[src/rtl/pipelined_cla_adder.sv]
// ============================================================================
// Module   : pipelined_cla_adder
// Purpose  : Pipelined carry-lookahead adder/subtractor with a valid/ready
//            handshake. Optional saturation is enabled by CLA_ADDER_SAT_EN.
// Revision : 1.0 - initial release
// ============================================================================
`default_nettype none

module pipelined_cla_adder #(
  parameter int WIDTH  = 32,
  parameter int BLOCK  = 4,
  parameter int STAGES = 2
) (
  input  logic             clk,
  input  logic             rst,
  input  logic [WIDTH-1:0] a,
  input  logic [WIDTH-1:0] b,
  input  logic             cin,
  input  logic             sub,
  input  logic             in_valid,
  output logic             in_ready,
  output logic [WIDTH-1:0] sum,
  output logic             cout,
  output logic             ovf,
  output logic             out_valid,
  input  logic             out_ready
);

  localparam int NG = WIDTH / BLOCK;

  // Per-stage inputs: operands, partial sum and carry into the stage's first group
  logic [WIDTH-1:0]  w_a [STAGES];
  logic [WIDTH-1:0]  w_b [STAGES];
  logic [WIDTH-1:0]  w_s [STAGES];
  logic [STAGES-1:0] w_c;
  logic [STAGES-1:0] w_v;
  logic [STAGES-1:0] w_vin;
  logic [STAGES-1:0] w_adv;

  assign w_a[0]   = a;
  assign w_b[0]   = b ^ {WIDTH{sub}};
  assign w_s[0]   = '0;
  assign w_c[0]   = cin ^ sub;
  assign w_vin[0] = in_valid;

  // A stage may take new data when it is empty or its successor drains it
  always_comb begin
    w_adv = '0;
    w_adv[STAGES-1] = out_ready | ~w_v[STAGES-1];
    for (int k = STAGES - 2; k >= 0; k--) begin
      w_adv[k] = ~w_v[k] | w_adv[k+1];
    end
  end

  assign in_ready = w_adv[0];

  for (genvar k = 0; k < STAGES; k++) begin : g_stage
    localparam int LO = (k * NG) / STAGES;
    localparam int HI = ((k + 1) * NG) / STAGES;

    logic [NG-1:0]    w_gg;
    logic [NG-1:0]    w_gp;
    logic [NG:0]      w_gc;
    logic [WIDTH-1:0] w_ns;
    logic             w_t;

    always_comb begin
      w_gg = '0;
      w_gp = '0;
      w_gc = '0;
      w_ns = w_s[k];
      w_t  = 1'b0;
      for (int j = 0; j < NG; j++) begin
        if (j >= LO && j < HI) begin
          w_gp[j] = 1'b1;
          for (int t = 0; t < BLOCK; t++) begin
            w_gg[j] = (w_a[k][j*BLOCK+t] & w_b[k][j*BLOCK+t]) |
                      ((w_a[k][j*BLOCK+t] ^ w_b[k][j*BLOCK+t]) & w_gg[j]);
            w_gp[j] = w_gp[j] & (w_a[k][j*BLOCK+t] ^ w_b[k][j*BLOCK+t]);
          end
        end
      end
      // Group carries as flat sum-of-products over the stage's group G/P terms
      for (int j = 0; j <= NG; j++) begin
        if (j >= LO && j <= HI) begin
          w_gc[j] = w_c[k];
          for (int i = 0; i < NG; i++) begin
            if (i >= LO && i < j) w_gc[j] = w_gc[j] & w_gp[i];
          end
          for (int i = 0; i < NG; i++) begin
            if (i >= LO && i < j) begin
              w_t = w_gg[i];
              for (int m = 0; m < NG; m++) begin
                if (m > i && m < j) w_t = w_t & w_gp[m];
              end
              w_gc[j] = w_gc[j] | w_t;
            end
          end
        end
      end
      for (int j = 0; j < NG; j++) begin
        if (j >= LO && j < HI) begin
          w_t = w_gc[j];
          for (int t = 0; t < BLOCK; t++) begin
            w_ns[j*BLOCK+t] = w_a[k][j*BLOCK+t] ^ w_b[k][j*BLOCK+t] ^ w_t;
            w_t = (w_a[k][j*BLOCK+t] & w_b[k][j*BLOCK+t]) |
                  ((w_a[k][j*BLOCK+t] ^ w_b[k][j*BLOCK+t]) & w_t);
          end
        end
      end
    end

    if (k < STAGES - 1) begin : g_mid
      logic             r_v;
      logic [WIDTH-1:0] r_a;
      logic [WIDTH-1:0] r_b;
      logic [WIDTH-1:0] r_s;
      logic             r_c;

      always_ff @(posedge clk or posedge rst) begin
        if (rst) begin
          r_v <= 1'b0;
          r_a <= '0;
          r_b <= '0;
          r_s <= '0;
          r_c <= 1'b0;
        end else if (w_adv[k]) begin
          r_v <= w_vin[k];
          if (w_vin[k]) begin
            r_a <= w_a[k];
            r_b <= w_b[k];
            r_s <= w_ns;
            r_c <= w_gc[HI];
          end
        end
      end

      assign w_v[k]     = r_v;
      assign w_vin[k+1] = r_v;
      assign w_a[k+1]   = r_a;
      assign w_b[k+1]   = r_b;
      assign w_s[k+1]   = r_s;
      assign w_c[k+1]   = r_c;
    end else begin : g_last
      logic             w_ovf;
      logic [WIDTH-1:0] w_fin;
      logic             r_v;
      logic [WIDTH-1:0] r_sum;
      logic             r_cout;
      logic             r_ovf;

      assign w_ovf = (w_a[k][WIDTH-1] == w_b[k][WIDTH-1]) &
                     (w_ns[WIDTH-1] != w_a[k][WIDTH-1]);

`ifdef CLA_ADDER_SAT_EN
      localparam logic [WIDTH-1:0] c_smax = {1'b0, {(WIDTH-1){1'b1}}};
      localparam logic [WIDTH-1:0] c_smin = {1'b1, {(WIDTH-1){1'b0}}};
      // Clamp toward the sign of a; the overflow flag still reports the event
      assign w_fin = w_ovf ? (w_a[k][WIDTH-1] ? c_smin : c_smax) : w_ns;
`else
      assign w_fin = w_ns;
`endif

      always_ff @(posedge clk or posedge rst) begin
        if (rst) begin
          r_v    <= 1'b0;
          r_sum  <= '0;
          r_cout <= 1'b0;
          r_ovf  <= 1'b0;
        end else if (w_adv[k]) begin
          r_v <= w_vin[k];
          if (w_vin[k]) begin
            r_sum  <= w_fin;
            r_cout <= w_gc[HI];
            r_ovf  <= w_ovf;
          end
        end
      end

      assign w_v[k]    = r_v;
      assign out_valid = r_v;
      assign sum       = r_sum;
      assign cout      = r_cout;
      assign ovf       = r_ovf;
    end
  end

endmodule

`default_nettype wire
[config.mk]
export PLATFORM = sky130hd
export DESIGN_NAME = pipelined_cla_adder
export DESIGN_NICKNAME = d
export VERILOG_FILES = /design/src/rtl/pipelined_cla_adder.sv
export SDC_FILE = /design/constraint.sdc
export NUM_CORES = 1
export LEC_CHECK = 0
export ABC_AREA = 1
export BUFFER_PORTS_ARGS = -buffer_cell sky130_fd_sc_hd__buf_2
export CAP_MARGIN = 10
export CORE_MARGIN = 2
export CORE_UTILIZATION = 50
export DETAILED_ROUTE_END_ITERATION = 6
export PLACE_DENSITY = 0.77
export SLEW_MARGIN = 15
export SYNTH_ARGS = -nofsm -noshare
export SYNTH_HDL_FRONTEND = slang
export SYNTH_SLANG_ARGS = --single-unit
export TNS_END_PERCENT = 1
[constraint.sdc]
create_clock -name clk -period 2.7 [get_ports clk]
set_clock_uncertainty 0.05 [all_clocks]
set_input_delay 0.135 -clock clk [delete_from_list [all_inputs] [get_ports clk]]
set_output_delay 0.135 -clock clk [all_outputs]
set_load 0.02 [all_outputs]
==> results.md, run 1 <==
* GP Congestion at around 0.86
* Total gr overflow at 0
* Unrepaired setup endpoints after global routing: true
* WP data arrival at 3060 ps
* Area delta synth->final at 31.6%
* Die Y at 103 um
* # clock sinks at 85
* P_leak at 0.00332 uW
* Via/cell ratio at 4.85
* Detailed Route Iter0 Violations at about 180
* GRT Overall Usage at a little under a quarter
* Tot Pwr at between 4000 and 5000 uW
* CP startpoint: g_stage[0].g_mid.r_b[25]
* Final core occ at 68.5%
* Critical path data required time at 2920 ps
* Final Setup Violations at 5
* Reg clk slew, reported paths at approximately 90 ps
* Max VDD drop at 268 uV
* Top cells by area, synth: dfrtp_1 (44%), nand2_1 (16%), fa_1 (9.9%), ha_1 (8.2%), xnor2_1 (6.0%)
* Worst setup margin at -139 ps
* Synthesized flop and latch total at 85
* Core Region at 9330 sq um
* Seq/Total Area, Yosys at about 44%
* Layout cells sized above 1 at a little under a third
* Final slew viol count at 0
* Post-layout min period at 2840 ps
* Initial Util at 52.0%
* Post-Syn Area per Cell at 9.09 sq um
* PwrDens at 728 nW/um^2
* Max-cap violations at 0
* Yosys top cell area share at a little over two fifths
* WS Path Type: flop to flop
* Final ANT Viol Nets at 0
* Fmax achieved at ~350 MHz
* Crit end category: flop
* IO Count at 106
* DRT Pass-1 Iters at 5
* Status: complete, but fails checks
* Drt total wl at 11.4 mm
* Worst hold margin at 3.57 ps
* Failing checks: setup timing
* Core Rows at 35
* Vias post-DR at roughly 4,000
* Tcrit/Tclk final at 105%
* Worst slew pin tran at 619 ps
* Buf+Inv Stages, Crit Path at 1
* I/O Buffers at 105
* Vias in the first global route at about 4,200
* Synth Warn # at 0
* CTS Buffer Depth at 2
* Avg WL per Cell at roughly 14 um
* First-pass GRT wire length at 18.6 mm
* Reg2reg start: g_stage[0].g_mid.r_b[25]
* Synth cell types at 30
* CP Launch Type: flop
* Synth area leader: dfrtp_1
* Die X at 103 um
* Nets@finish at roughly 820
* Fillcell total at 733
* CTS H-tree lvls at 3
* Net Count, Synth at 660
* Largest net degree at the start of global routing at 51
* Cell Chain, Critical Path: ha_1, nand3_1, nand2_1, o21ai_1, inv_1, nor2_1, nand2_2, fa_2, fa_2, fa_2, xnor2_1, o31ai_1
* Final Hold Viols at 0
* CTS tree: yes
* Worst slew margin relative to its limit at 58.7%
* Top cell by count, worst path: fa_2
* DP Area at a little under 6000 sq um
* Drc violations at 0
* CTS Buf Count at 9
* CP delay by family, top: adder cells
* CP max-delay cell: dfrtp_1
* Cells after synthesis at 534
* Slowest Stage Delay on Critical Path at 410 ps
* HP Class: input pin to flop
* Clock root buffer: clkbuf_8
* Die area at 10,500 sq um
* Synth Cell Area at 4850 sq um
* Hpwl dp at 8.29 mm
* Final Cell Area at 6390 sq um
* Initial antenna violation count at 0
* Worst-Skew Late Latency at 360 ps
* Hold Startpoint: b[18]
* Largest fanout on the critical path at 2
* Flop-to-flop setup slack at -140 ps
## cell families (layout without fill, tap and decap cells)
kind of cell    after synthesis  after routing  synth area share, %
simple gates                234            234                 18.8
flops                        85             85                 43.8
buf+inv                      63            232                 5.41
fa+ha+maj                    56             56                 18.1
compound gates               54             54                 5.90
xor+xnor                     42             42                 7.96
other cells                   0              1                    0
## per-stage QoR
| step | setup slack [ps] | TNS (ps) | std cells |
|---|---|---|---|
| finish | -139 | -258 | 833 |
| global route | -328 | -1300 | 832 |
| CTS | -101 | -281 | 832 |
| detailed placement | -431 | -3620 | 794 |
| global placement | -330 | -2520 | 794 |
| floorplan | -223 | -983 | 534 |
## flip-flops by register name (all words and copies together), names as in the netlist
name,flops
g_stage.g_mid.r_b,16
out_valid,1
cout,1
ovf,1
g_stage.g_mid.r_a,16
sum,32
g_stage.g_mid.r_v,1
g_stage.g_mid.r_s,16
g_stage.g_mid.r_c,1
## where the power goes
part,internal (uW),switching [uW]
registers,1650,234
logic,829,1140
clock network,334,465
total,2810,1840
## tightest hold or removal path, stage by stage
cell and delay (ps):
buf_2 80, xnor2_1 60, o21ai_1 100
## worst paths after layout
kind,to,cells after the start
max,ovf,12
max in group asynchronous,g_stage[0].g_mid.r_a[24],4
min,g_stage[0].g_mid.r_b[18],3
max reg2reg,ovf,12
min reg2reg,sum[6],2
min in group asynchronous,sum[5],3
## synth_stat cells, drive strengths merged
master   instances
nand2          204
dfrtp           85
inv             44
o21ai           40
xnor2           34
ha              32
fa              24
nor2            17
buf             15
a21oi            8
xor2             8
nand3            7
clkbuf           4
nand4            4
a2111oi          1
a21o             1
and3b            1
nor3             1
o211ai           1
o21a             1
o21bai           1
o31ai            1
## cell type report
| type | count | area (sq um) | area share (%) |
|---|---|---|---|
| antenna | 1 | 2.50 | 0.0392 |
| clock buffer | 11 | 131 | 2.06 |
| clock inverter | 5 | 37.5 | 0.588 |
| inverter | 44 | 166 | 2.61 |
| multi-input combinational | 386 | 2660 | 41.6 |
| sequential | 85 | 2130 | 33.3 |
| tap | 129 | 161 | 2.53 |
| timing repair buffer | 172 | 1110 | 17.3 |
## routing by layer
metal | global-route usage [%] | up-vias | share of wire [%]
met5 | 0 | - | 0
met4 | 9.74 | 0 | 2.7
li1 | - | 2009 | -
met1 | 27.2 | 1879 | 42
met2 | 40.9 | 122 | 50
met3 | 4.41 | 28 | 4.6
## placed cells by master, fill, tap and decap left out, types with 2 or more instances in the layout
| master | synthesis | final |
|---|---|---|
| nand3_1 | 7 | 6 |
| xnor2_2 | 0 | 4 |
| ha_1 | 32 | 28 |
| xnor2_4 | 1 | 4 |
| fa_2 | 0 | 14 |
| nand2_2 | 1 | 4 |
| dfrtp_1 | 85 | 85 |
| fa_1 | 24 | 10 |
| nor2_2 | 2 | 3 |
| clkinvlp_4 | 0 | 5 |
| ha_4 | 0 | 4 |
| buf_12 | 0 | 2 |
| clkbuf_8 | 0 | 9 |
| o21ai_1 | 39 | 40 |
| inv_2 | 20 | 20 |
| xor2_1 | 8 | 8 |
| dlygate4sd3_1 | 0 | 21 |
| xnor2_1 | 33 | 26 |
| inv_1 | 24 | 23 |
| nor2_1 | 15 | 14 |
| buf_2 | 12 | 105 |
| nand2_1 | 203 | 200 |
| clkbuf_1 | 4 | 2 |
| buf_4 | 1 | 44 |
| a21oi_1 | 8 | 7 |
| nand4_1 | 4 | 4 |
## what timing repair did
item                       in CTS  in global routing
pin swaps                       6                  5
hold buffers                   21                  0
gates resized for setup        15                  6
setup endpoints to repair      10                 12
hold endpoints to repair       55                  0
buffers inserted                1                  0
Power figures use the tool's default switching activity.
==> inputs of run 2 (changes only) <==
- GPL_ROUTABILITY_DRIVEN: unset -> 0
- RECOVER_POWER: unset -> 100
==> run 2 against run 1 <==
  * Core utilization fell by 0.91 points
  * Worst setup slack worse by 36 ps
  * Sequential cell count unchanged
  * Die area is the same
  * Clock power is 0.5% higher
  * Non-clock buffer count did not move
  * Hold slack improved by 6.4 ps
  * Critical path depth is the same
  * Sequential power barely moved
  * Critical path type unchanged
  * Via count fell by 0.22%
  * The flow finishes with violations (capacitance limit, slew limit, setup timing)
  * Count of clock-buffer cells in the layout is the same
  * Global-route usage did not move
==> results.md, run 2 (synthesis results as in run 1) <==
* CTS Buffer Depth at 2 (unchanged)
* Unrepaired setup endpoints after global routing: true
* Setup TNS at -696 ps (-438 ps)
* Max VDD drop at 266 uV (-0.77%)
* PwrDens at 725 nW/um^2 (-0.40%)
* Max reg flops at 32 (unchanged)
* CTS H-tree lvls at 3 (unchanged)
* DRT Pass-1 Iters at 4 (-1)
* Layout cells sized above 1 at 24.6% (-6.8 points)
* Reg clk slew, reported paths at 90 ps (about the same)
* Die X at 103 um (unchanged)
* Commonest non-fill, non-tap cell in the layout: nand2_1
* GRT Overall Usage at 23.0% (unchanged)
* # clock sinks at 85 (unchanged)
* CTS tree: yes
* Vias post-DR at 4,029 (-0.22%)
* CTS Buf Count at 9 (unchanged)
* WS Path Type: flop to flop
* WP data arrival at 3090 ps (+30 ps)
* Die area at 10,500 sq um (unchanged)
* CP startpoint: g_stage[0].g_mid.r_b[17]
* Worst slew margin relative to its limit at -2.38% (-61 points)
* Final slew viol count at 37 (+37)
* Worst slew pin tran at 1530 ps (+908 ps)
* First-pass GRT wire length at 18.6 mm (unchanged)
* # placed instances at 794 (unchanged)
* Avg WL per Cell at 13.7 um (+0.26%)
* CP Capture Point: ovf
* Hpwl dp at 8.29 mm (unchanged)
* Fillcell total at 765 (+4.4%)
* Reg2reg start: g_stage[0].g_mid.r_b[17]
* I/O Buffers at 105 (unchanged)
* Clock root buffer: clkbuf_8
* Final ANT Viol Nets at 0 (unchanged)
* Reg2Reg Depth at 12 (unchanged)
* Initial antenna violation count at 0 (unchanged)
* CP Launch Type: flop
* Final cell count without fillers at 833 (unchanged)
* Final Hold Viols at 0 (unchanged)
* Worst setup margin at -176 ps (-36.4 ps)
* Vias in the first global route at 4,189 (unchanged)
* Core Region at 9330 sq um (unchanged)
* Commonest cells after routing, fill and taps aside: nand2_1 (202), dfrtp_1 (85), buf_2 (69)
* Fmax achieved at 348 MHz (-1.3%)
* Final Setup Violations at 8 (+3)
* Nets@finish at 824 (unchanged)
* Total gr overflow at 0 (unchanged)
* Max-cap violations at 1 (+1)
* HP Class: input pin to flop
* Post-layout min period at 2880 ps (+36.4 ps)
* P_leak at 0.00320 uW (-3.8%)
* Worst-Skew Late Latency at 370 ps (about the same)
* IO Count at 106 (unchanged)
* Core Rows at 35 (unchanged)
* Flop-to-flop setup slack at -180 ps (-40 ps)
* Critical path data required time at 2920 ps (about the same)
* Detailed Route Iter0 Violations at 210 (+17%)
* Crit end category: flop
* Tcrit/Tclk final at 107% (+1.3 points)
* Initial Util at 52.0% (unchanged)
* Failing checks: capacitance limit, slew limit, setup timing
* Largest net degree at the start of global routing at 51 (unchanged)
* Status: complete, but fails checks
* Die Y at 103 um (unchanged)
* Drc violations at 0 (unchanged)
* Worst slack, placed at -431 ps (unchanged)
* Drt total wl at 11.4 mm (+0.26%)
* Reg2reg end: ovf
* Via/cell ratio at 4.84 (-0.22%)
* Largest fanout on the critical path at 3 (+1)
* Final core occ at 67.6% (-0.91 points)
* Area delta synth->final at 29.8%
==> run 2: worst min path at each step <==
| stage | start | to | slack, ps | cells past startpoint |
|---|---|---|---|---|
| CTS | b[18] | g_stage[0].g_mid.r_b[18] | 1 | 3 |
| floorplan | a[17] | g_stage[0].g_mid.r_a[17] | 190 | 2 |
| finish | b[19] | g_stage[0].g_mid.r_b[19] | 10 | 3 |
| global placement | rst | out_valid | 170 | 2 |
| global route | b[19] | g_stage[0].g_mid.r_b[19] | 30 | 3 |
| detailed placement | rst | sum[2] | 180 | 2 |
==> run 2: critical path, stage by stage, from the launching register on <==
cell and delay [ps]:
dfrtp_1 420, ha_4 250, a21oi_1 140, o21bai_1 90, nand2_1 60, nand2_1 120
nand3_2 90, nand2_2 90, fa_2 370, fa_2 350, fa_2 370, xnor2_1 150
o31ai_1 230
==> run 2: timing repair <==
item / CTS / global route
setup buffers: 1 / 0
endpoints found under the setup margin: 10 / 12
resized for setup: 15 / 6
pin swaps: 6 / 5
hold buffers: 21 / 0
endpoints found under the hold margin: 55 / 0
==> run 2: where the power goes <==
group	leakage (uW)	switching, uW	total [uW]	internal [uW]
sequential	0.00104	240	1890	1650
clock	0.0000678	468	803	334
combinational	0.00208	1130	1880	748
==> run 2: final cells by class <==
| class | count | area, sq um | area share (%) |
|---|---|---|---|
| clock inverter | 5 | 37.5 | 0.596 |
| inverter | 44 | 166 | 2.64 |
| timing repair buffer | 172 | 1040 | 16.5 |
| antenna | 1 | 2.50 | 0.0397 |
| multi-input combinational | 386 | 2640 | 41.9 |
| clock buffer | 11 | 131 | 2.08 |
| sequential | 85 | 2130 | 33.8 |
| tap | 129 | 161 | 2.56 |
==> run 2: through the flow <==
step	power [uW]	area [sq um]	hold slack, ps
finish	4570	6300	9.92
global route	4910	6300	32.4
CTS	4660	6360	1.06
detailed placement	3790	5900	183
global placement	3700	5900	167
floorplan	3070	4960	195
==> run 2: metal layers <==
metal	up-vias	global-route usage [%]	wire [um]
li1	2012	-	-
met1	1881	27.2	4790
met2	109	40.9	5760
met3	27	4.41	528
met4	0	9.74	302
met5	-	0	0
